`config.mk`:
```
export PLATFORM = sky130hd
export DESIGN_NAME = fpu_issue_queue
export DESIGN_NICKNAME = d
export VERILOG_FILES = /design/src/rtl/fpu_issue_queue_pkg.sv /design/src/rtl/fpu_issue_queue_class_decode.sv /design/src/rtl/fpu_issue_queue.sv
export SDC_FILE = /design/constraint.sdc
export NUM_CORES = 1
export LEC_CHECK = 0
export ABC_AREA = 1
export BUFFER_PORTS_ARGS = -buffer_cell sky130_fd_sc_hd__buf_2
export CORE_ASPECT_RATIO = 1.5
export CORE_MARGIN = 1
export CORE_UTILIZATION = 35
export CTS_BUF_LIST = sky130_fd_sc_hd__clkbuf_4 sky130_fd_sc_hd__clkbuf_8
export CTS_CLUSTER_DIAMETER = 120
export CTS_CLUSTER_SIZE = 10
export DETAILED_ROUTE_END_ITERATION = 16
export GPL_ROUTABILITY_DRIVEN = 0
export SLEW_MARGIN = 15
export SYNTH_ARGS = -nofsm -noshare
export SYNTH_HDL_FRONTEND = slang
export SYNTH_SLANG_ARGS = --single-unit
```
`constraint.sdc`:
```
create_clock -name clk -period 6.2 [get_ports clk]
set_clock_uncertainty 0.1 [all_clocks]
set_input_delay 1.24 -clock clk [delete_from_list [all_inputs] [get_ports clk]]
set_output_delay 1.24 -clock clk [all_outputs]
set_load 0.01 [all_outputs]
```
`src/rtl/fpu_issue_queue_pkg.sv`:
```
// Shared FPU types: instruction word, float layout, opcode set and operand
// classes used by the issue queue and its class decoder.
package fpu_issue_queue_pkg;

  typedef enum logic [2:0] {
    FPU_ADD  = 3'd0,
    FPU_SUB  = 3'd1,
    FPU_MULT = 3'd2,
    FPU_DIV  = 3'd3,
    FPU_SQRT = 3'd4
  } fpu_op_t;

  typedef struct packed {
    logic        sign;
    logic [7:0]  exponent;
    logic [22:0] mantissa;
  } float_t;

  typedef struct packed {
    fpu_op_t    op;
    logic [1:0] rmode;
    float_t     opa;
    float_t     opb;
  } fpu_instruction_t;

  typedef enum logic [2:0] {
    NORMAL = 3'd0,
    ZERO   = 3'd1,
    DENORM = 3'd2,
    INF    = 3'd3,
    QNAN   = 3'd4,
    SNAN   = 3'd5
  } fpu_class_t;

  // Highest defined opcode; anything above is dropped at issue.
  localparam logic [2:0] FPU_OP_MAX = 3'd4;

  function automatic logic op_legal(input logic [2:0] op);
    return op <= FPU_OP_MAX;
  endfunction

endpackage

```
`src/rtl/fpu_issue_queue_class_decode.sv`:
```
// fpu_class_decode: combinational single-precision operand classifier.
module fpu_class_decode
  import fpu_issue_queue_pkg::*;
(
  input  float_t     f,
  output fpu_class_t cls
);

  // Exponent all-zero / all-one selects the special encodings.
  always_comb begin
    cls = NORMAL;
    if (f.exponent == 8'h00) begin
      cls = (f.mantissa == '0) ? ZERO : DENORM;
    end else if (f.exponent == 8'hFF) begin
      if (f.mantissa == '0)      cls = INF;
      else if (f.mantissa[22])   cls = QNAN;
      else                       cls = SNAN;
    end
  end

endmodule

```
`src/rtl/fpu_issue_queue.sv`:
```
// fpu_issue_queue: FIFO-buffered single-issue stage in front of the FPU core.
// Optional feature macro: FPU_OPCLASS_EN (registers operand classes at issue;
// when undefined, opa_class/opb_class are tied to NORMAL).
module fpu_issue_queue
  import fpu_issue_queue_pkg::*;
#(
  parameter int DEPTH = 4,
  parameter int CNT_W = $clog2(DEPTH) + 1
) (
  input  logic             clk,
  input  logic             rst_n,
  input  logic             in_valid,
  output logic             in_ready,
  input  fpu_instruction_t in_instr,
  input  logic             flush,
  output fpu_instruction_t iss_instr,
  output logic             iss_start,
  input  logic             core_done,
  output logic             busy,
  output logic             err_illegal,
  output logic [CNT_W-1:0] count,
  output fpu_class_t       opa_class,
  output fpu_class_t       opb_class
);

  localparam int PTR_W = $clog2(DEPTH);
  localparam logic [0:0] IDLE = 1'b0;
  localparam logic [0:0] BUSY = 1'b1;

  logic [0:0]       state;
  fpu_instruction_t mem [DEPTH];
  logic [PTR_W-1:0] wr_ptr, rd_ptr;
  fpu_instruction_t head;
  logic             empty, push, pop, head_legal;

  assign head       = mem[rd_ptr];
  assign empty      = (count == '0);
  // Ready depends only on registered count, so a same-cycle pop never
  // frees a slot early.
  assign in_ready   = (count != CNT_W'(DEPTH)) && !flush;
  assign push       = in_valid && in_ready;
  // core_done only matters while an op is outstanding.
  assign pop        = !empty && ((state == IDLE) || ((state == BUSY) && core_done));
  assign head_legal = op_legal(head.op);
  assign busy       = (state == BUSY);

  // Storage array, written at the tail on every accepted push.
  always_ff @(posedge clk) begin
    if (push) mem[wr_ptr] <= in_instr;
  end

  // Pointers and occupancy; flush wins over the normal update but the
  // head pop of the same cycle has already been consumed by the FSM.
  always_ff @(posedge clk or negedge rst_n) begin
    if (!rst_n) begin
      wr_ptr <= '0;
      rd_ptr <= '0;
      count  <= '0;
    end else if (flush) begin
      wr_ptr <= '0;
      rd_ptr <= '0;
      count  <= '0;
    end else begin
      if (push) wr_ptr <= wr_ptr + PTR_W'(1);
      if (pop)  rd_ptr <= rd_ptr + PTR_W'(1);
      case ({push, pop})
        2'b10:   count <= count + CNT_W'(1);
        2'b01:   count <= count - CNT_W'(1);
        default: count <= count;
      endcase
    end
  end

  // Issue FSM: pop the head when idle or when the current op completes;
  // illegal heads are dropped with an error pulse and leave the FSM idle.
  always_ff @(posedge clk or negedge rst_n) begin
    if (!rst_n) begin
      state       <= IDLE;
      iss_instr   <= '0;
      iss_start   <= 1'b0;
      err_illegal <= 1'b0;
    end else begin
      iss_start   <= 1'b0;
      err_illegal <= 1'b0;
      if (pop) begin
        if (head_legal) begin
          iss_instr <= head;
          iss_start <= 1'b1;
          state     <= BUSY;
        end else begin
          err_illegal <= 1'b1;
          state       <= IDLE;
        end
      end else if (core_done) begin
        state <= IDLE;
      end
    end
  end

`ifdef FPU_OPCLASS_EN
  fpu_class_t opa_cls_d, opb_cls_d;

  fpu_class_decode u_cls_a (.f(head.opa), .cls(opa_cls_d));
  fpu_class_decode u_cls_b (.f(head.opb), .cls(opb_cls_d));

  // Capture classes together with iss_instr so they describe the issued op.
  always_ff @(posedge clk or negedge rst_n) begin
    if (!rst_n) begin
      opa_class <= NORMAL;
      opb_class <= NORMAL;
    end else if (pop && head_legal) begin
      opa_class <= opa_cls_d;
      opb_class <= opb_cls_d;
    end
  end
`else
  assign opa_class = NORMAL;
  assign opb_class = NORMAL;
`endif

endmodule

```
== After elaboration in Yosys (flattened, before gate mapping) ==
Memories as Yosys holds them, arrays and structs flattened.
Cells that the tools add are included.

* Add/sub/neg operators: 4
* Magnitude comparators: 1
* Equal/unequal tests: 3
* Muxes and demuxes: 14
* Bitwise gates (word level): 1
* Reduce and logical (&&, ||, !) cells: 13

{| class="wikitable"
|+ Operator list
! cell !! count
|-
| 1-bit two-way mux || 8
|-
| 2-bit two-way mux || 4
|-
| 3-bit one-hot mux with 2 select lines || 1
|-
| 2-bit nonzero test || 3
|-
| 2-bit by 1-bit adder with 2-bit output (second input constant) || 2
|-
| 1-bit logical AND || 4
|-
| 3-bit by 1-bit adder with 3-bit output (second input constant) || 1
|-
| 3-bit <= comparator (second input constant) || 1
|-
| 3-bit zero test || 1
|-
| 3-bit two-way mux || 1
|-
| 3-bit != test (second input constant) || 1
|-
| 3-bit nonzero test || 1
|-
| 3-bit by 1-bit subtractor with 3-bit output (second input constant) || 1
|-
| 2-bit by 1-bit equality test with 1-bit output (second input constant) || 1
|-
| 2-bit equality test (second input constant) || 1
|-
| 1-bit zero test || 2
|-
| 2-bit AND reduction || 1
|-
| 1-bit logical OR || 1
|-
| 1-bit inverter || 1
|}

* Flip-flop bits (word level): 79
* Bits in writable memories: 276
* Input port bits: 74
* Output and inout port bits: 82
* Word-level logic and storage cells: 51
* Memories: 1

{| class="wikitable"
|+ Memories
! memory !! depth !! bits a word !! read ports !! clocked after memory_dff !! write ports !! RTL line !! text
|-
| mem || 4 || 69 || 1 || 0 || 1 || fpu_issue_queue.sv:31 || <nowiki>fpu_instruction_t mem [DEPTH];</nowiki>
|}

== Depth between registers and ports, before layout ==
* Depth after elaboration: 6
* Gate-level depth with buffers: 13
* Gate-level depth less buffers: 12

== Worst setup path before layout ==
OpenSTA, ideal clock, no wires.

* Path kind: input to register
* From: input port flush
* To: memory mem[0][0] (netlist bit) (enable)
* Setup time: 497 ps
* Data arrival time: 4,537 ps
* Required time: 5,603 ps
* Setup slack: 1,067 ps
* Stages: 3
* Path buffers: 0
* Path through: inv_2 > nand3_1 > nor2_1

* Longest elaborated chain between the ends: 5

{| class="wikitable"
|+ RTL lines
! element !! RTL line !! text
|-
| start, declared || fpu_issue_queue.sv:15 || <nowiki>input logic flush,</nowiki>
|-
| 1-bit zero test || fpu_issue_queue.sv:40 || <nowiki>assign in_ready = (count != CNT_W'(DEPTH)) && !flush;</nowiki>
|-
| 1-bit logical AND || fpu_issue_queue.sv:40 ||
|-
| 1-bit logical AND || fpu_issue_queue.sv:41 || <nowiki>assign push = in_valid && in_ready;</nowiki>
|-
| 1-bit two-way mux || fpu_issue_queue.sv:49 || <nowiki>if (push) mem[wr_ptr] <= in_instr;</nowiki>
|-
| 1-bit two-way mux (not written as such) || fpu_issue_queue.sv:49 ||
|-
| end, declared || fpu_issue_queue.sv:31 ||
|}

No other way between the ends.

== Final worst setup path ==
* From: register rd_ptr[0]
* To: register iss_instr[66] (netlist bit)

* Longest elaborated chain between the ends: 3

{| class="wikitable"
|+ RTL lines
! element !! RTL line !! text
|-
| start, declared || fpu_issue_queue.sv:32 || <nowiki>logic [PTR_W-1:0] wr_ptr, rd_ptr;</nowiki>
|-
| start signal, assigned || fpu_issue_queue.sv:65 || <nowiki>if (pop) rd_ptr <= rd_ptr + PTR_W'(1);</nowiki>
|-
| memory 4 x 69 bit * || -- ||
|-
| 3-bit <= comparator || fpu_issue_queue_pkg.sv:39 || <nowiki>return op <= FPU_OP_MAX;</nowiki>
|-
| 2-bit AND reduction (no source line) || -- ||
|-
| end signal, assigned || fpu_issue_queue.sv:79 || <nowiki>iss_instr <= '0;</nowiki>
|-
| end signal, assigned || fpu_issue_queue.sv:87 || <nowiki>iss_instr <= head;</nowiki>
|-
| end, declared || fpu_issue_queue.sv:16 || <nowiki>output fpu_instruction_t iss_instr,</nowiki>
|}

Mark *: on every way between the ends. The rest lies on a longest branch, timed or not.
A chain may end at the register's enable or synchronous reset.

==> run metrics <==
status finished, final reports clean; final hold violations 0; hold slack final 0.387 ns; final total power 7.19 mW; Startpoint Class flip-flop; setup_tns 0 ns; area grow syn2layout 13.4%; via-per-instance ratio 5.00; crit-path max FO 92; total gr overflow 0; Mean Syn Cell Area 13.6 sq um; Seq cells post-synth 355; top layer in use met5; H-tree depth 2; # resized after CTS 0; critical path class reg -> reg; leak pwr 6.23 nW; starting density of the core 0.356; Least-Margin Pin Slew 1.07 ns; TritonRoute pass-1 iters 5; Post-CTS Hold Buffers 0; Synth Cell Area 14400 sq um; unrepaired setup endpoints after global routing false; fin crit period 4.06 ns; Post-Synthesis Cells 1054; Routed met1 length 12600 um; CTS Buf Count 41; final slew viol count 0; final setup fails 0; DIE WIDTH 167 um; Std-Cell Rows 90; Clock Pin Slew Worst Setup and Hold Paths 0.08 ns; ANT nets after route 0; Root Driver clkbuf_8; Unique masters post-synth 30; die area 41900 sq um; max-cap viol count 0; clk buf depth 3; total track usage 0.155; synth cell count leaders 276 x edfxtp_1, 142 x nor2_1, 129 x o21ai_0; initial antenna violation count 13; CTS tree yes; DRT iter0 DRCs 514; Post-synth EDFFs 276; layout cells sized above 1 0.326; VDD IR-drop max 312 uV; Synth top area share 0.577; die span in y 250 um; Final Cycle Share 0.654; hold crit path type in -> async; clock latency on the worst-skew pair 0.56 ns; WL met2 17500 um; Core Area 40300 sq um; total power density per cell area 441 nW/um^2; register area share after synthesis 0.714; setup bufs post-CTS 0; synth top area cells edfxtp_1 58%, dfrtp_1 14%, nand2_4 5.5%; largest net degree at the start of global routing 104; most common cell in the synthesized netlist edfxtp_1; Max Freq 246 MHz; Worst EP arrival 4.44 ns; Post-Route WL 32600 um; Post-route DRC 0; first-pass GRT wire length 49800 um; CTS Sinks 355; fin nets 1271; vias 8672; Ports 156; Final HPWL DP 19300 um; Met3 Wirelength 1760 um; Worst setup EP type flip-flop; Routed WL per cell 18.8 um; Synth Warn # 0; Post-synth ARST share 0.223; cell taking the most area after synthesis edfxtp_1; Slew Limit Headroom 0.283; DP Worst Slack 2.12 ns; vias in the first global route 8607; dominant synthesized flop cell edfxtp_1; port bufs 149; required time of the worst setup path 6.59 ns; fin util 0.404; Setup WS post-layout 2.14 ns
==> worst max-delay path, cell delays in order, from the launching register on <==
cell	delay [ns]
dfrtp_4	0.65
inv_4	0.67
nor2_1	0.09
nor2_1	0.14
o21ai_2	0.09
nand2_4	0.10
nand2_8	0.29
nand2_8	0.60
buf_4	0.85
nand2_1	0.11
nand2_1	0.09
==> cell type report <==
cell class / instances / area, sq um
fill: 3722 / 24000
sequential: 355 / 10300
multi-input combinational: 613 / 3600
timing repair buffer: 163 / 886
clock buffer: 73 / 811
tap: 506 / 633
inverter: 18 / 70.1
clock inverter: 2 / 15.0
antenna: 5 / 12.5
==> stage by stage <==
step           cell area, sq um  cells
5_1_grt                   16300   1735
3_5_place_dp              15400   1654
2_1_floorplan             14400   1059
6_report                  16300   1735
4_1_cts                   16300   1729
3_3_place_gp              15400   1654
==> cells in the final DEF, fill, tap and decap left out <==
cell type  count
clkbuf_8      42
inv_4          2
nand2_8        2
o211ai_2       1
a21oi_4        1
o22ai_1       66
o21ai_1        5
nand2_1       23
nand2_2       72
dfrtp_1       77
edfxtp_1     276
xnor2_1        1
buf_12         1
nand3_1       83
clkinv_1       1
fa_1           1
nand3_2        1
buf_4         13
buf_2        148
dfrtp_4        1
dfrtp_2        1
nor2_4         4
inv_6          1
clkbuf_4      31
a21oi_1        3
diode_2        5
ha_1           4
nand3b_1       1
nor2_2         1
nor2_1       138
inv_1         11
inv_2          5
conb_1         6
buf_16         1
o21ai_2        1
nand2_4       70
o21ai_0      129
==> registers in the layout (all words and copies together) (netlist names) <==
signal and flops:
count 3, rd_ptr 2, iss_start 1, mem 276, wr_ptr 2, iss_instr 69, err_illegal 1, busy 1
==> per-layer routing <==
layer	vias up	track usage
li1	4036	-
met1	4351	0.177
met2	211	0.277
met3	58	0.0386
met5	-	0
met4	16	0.0553
==> worst paths after layout <==
kind | from | slack (ns) | to | cells past startpoint
min reg2reg | iss_instr[66] | 0.40 | iss_instr[66] | 2
min | rst_n | 0.39 | iss_instr[55] | 1
max | rd_ptr[0] | 2.14 | iss_instr[66] | 10
max in group asynchronous | rst_n | 4.74 | iss_instr[40] | 3
min in group clk | iss_instr[66] | 0.40 | iss_instr[66] | 2
max reg2reg | rd_ptr[0] | 2.14 | iss_instr[66] | 10
==> kinds of logic after synthesis <==
family                     after synthesis  synth area share
other                                    1          0.000261
AOI/OAI and AO/OA                      206            0.0791
buffers and inverters                   91            0.0383
DFF                                    355             0.714
xor gates and xnor gates                 1          0.000610
and+or+nand+nor                        395             0.163
adders and majority gates                5           0.00488
==> report_power, final <==
group	internal (mW)	leakage, nW	switching [mW]	total (mW)
sequential	2.93	3.49	0.297	3.23
combinational	0.804	2.28	1.54	2.34
clock	0.820	0.454	0.800	1.62
total	4.55	6.23	2.64	7.19
(Power assumes the default switching activity.)
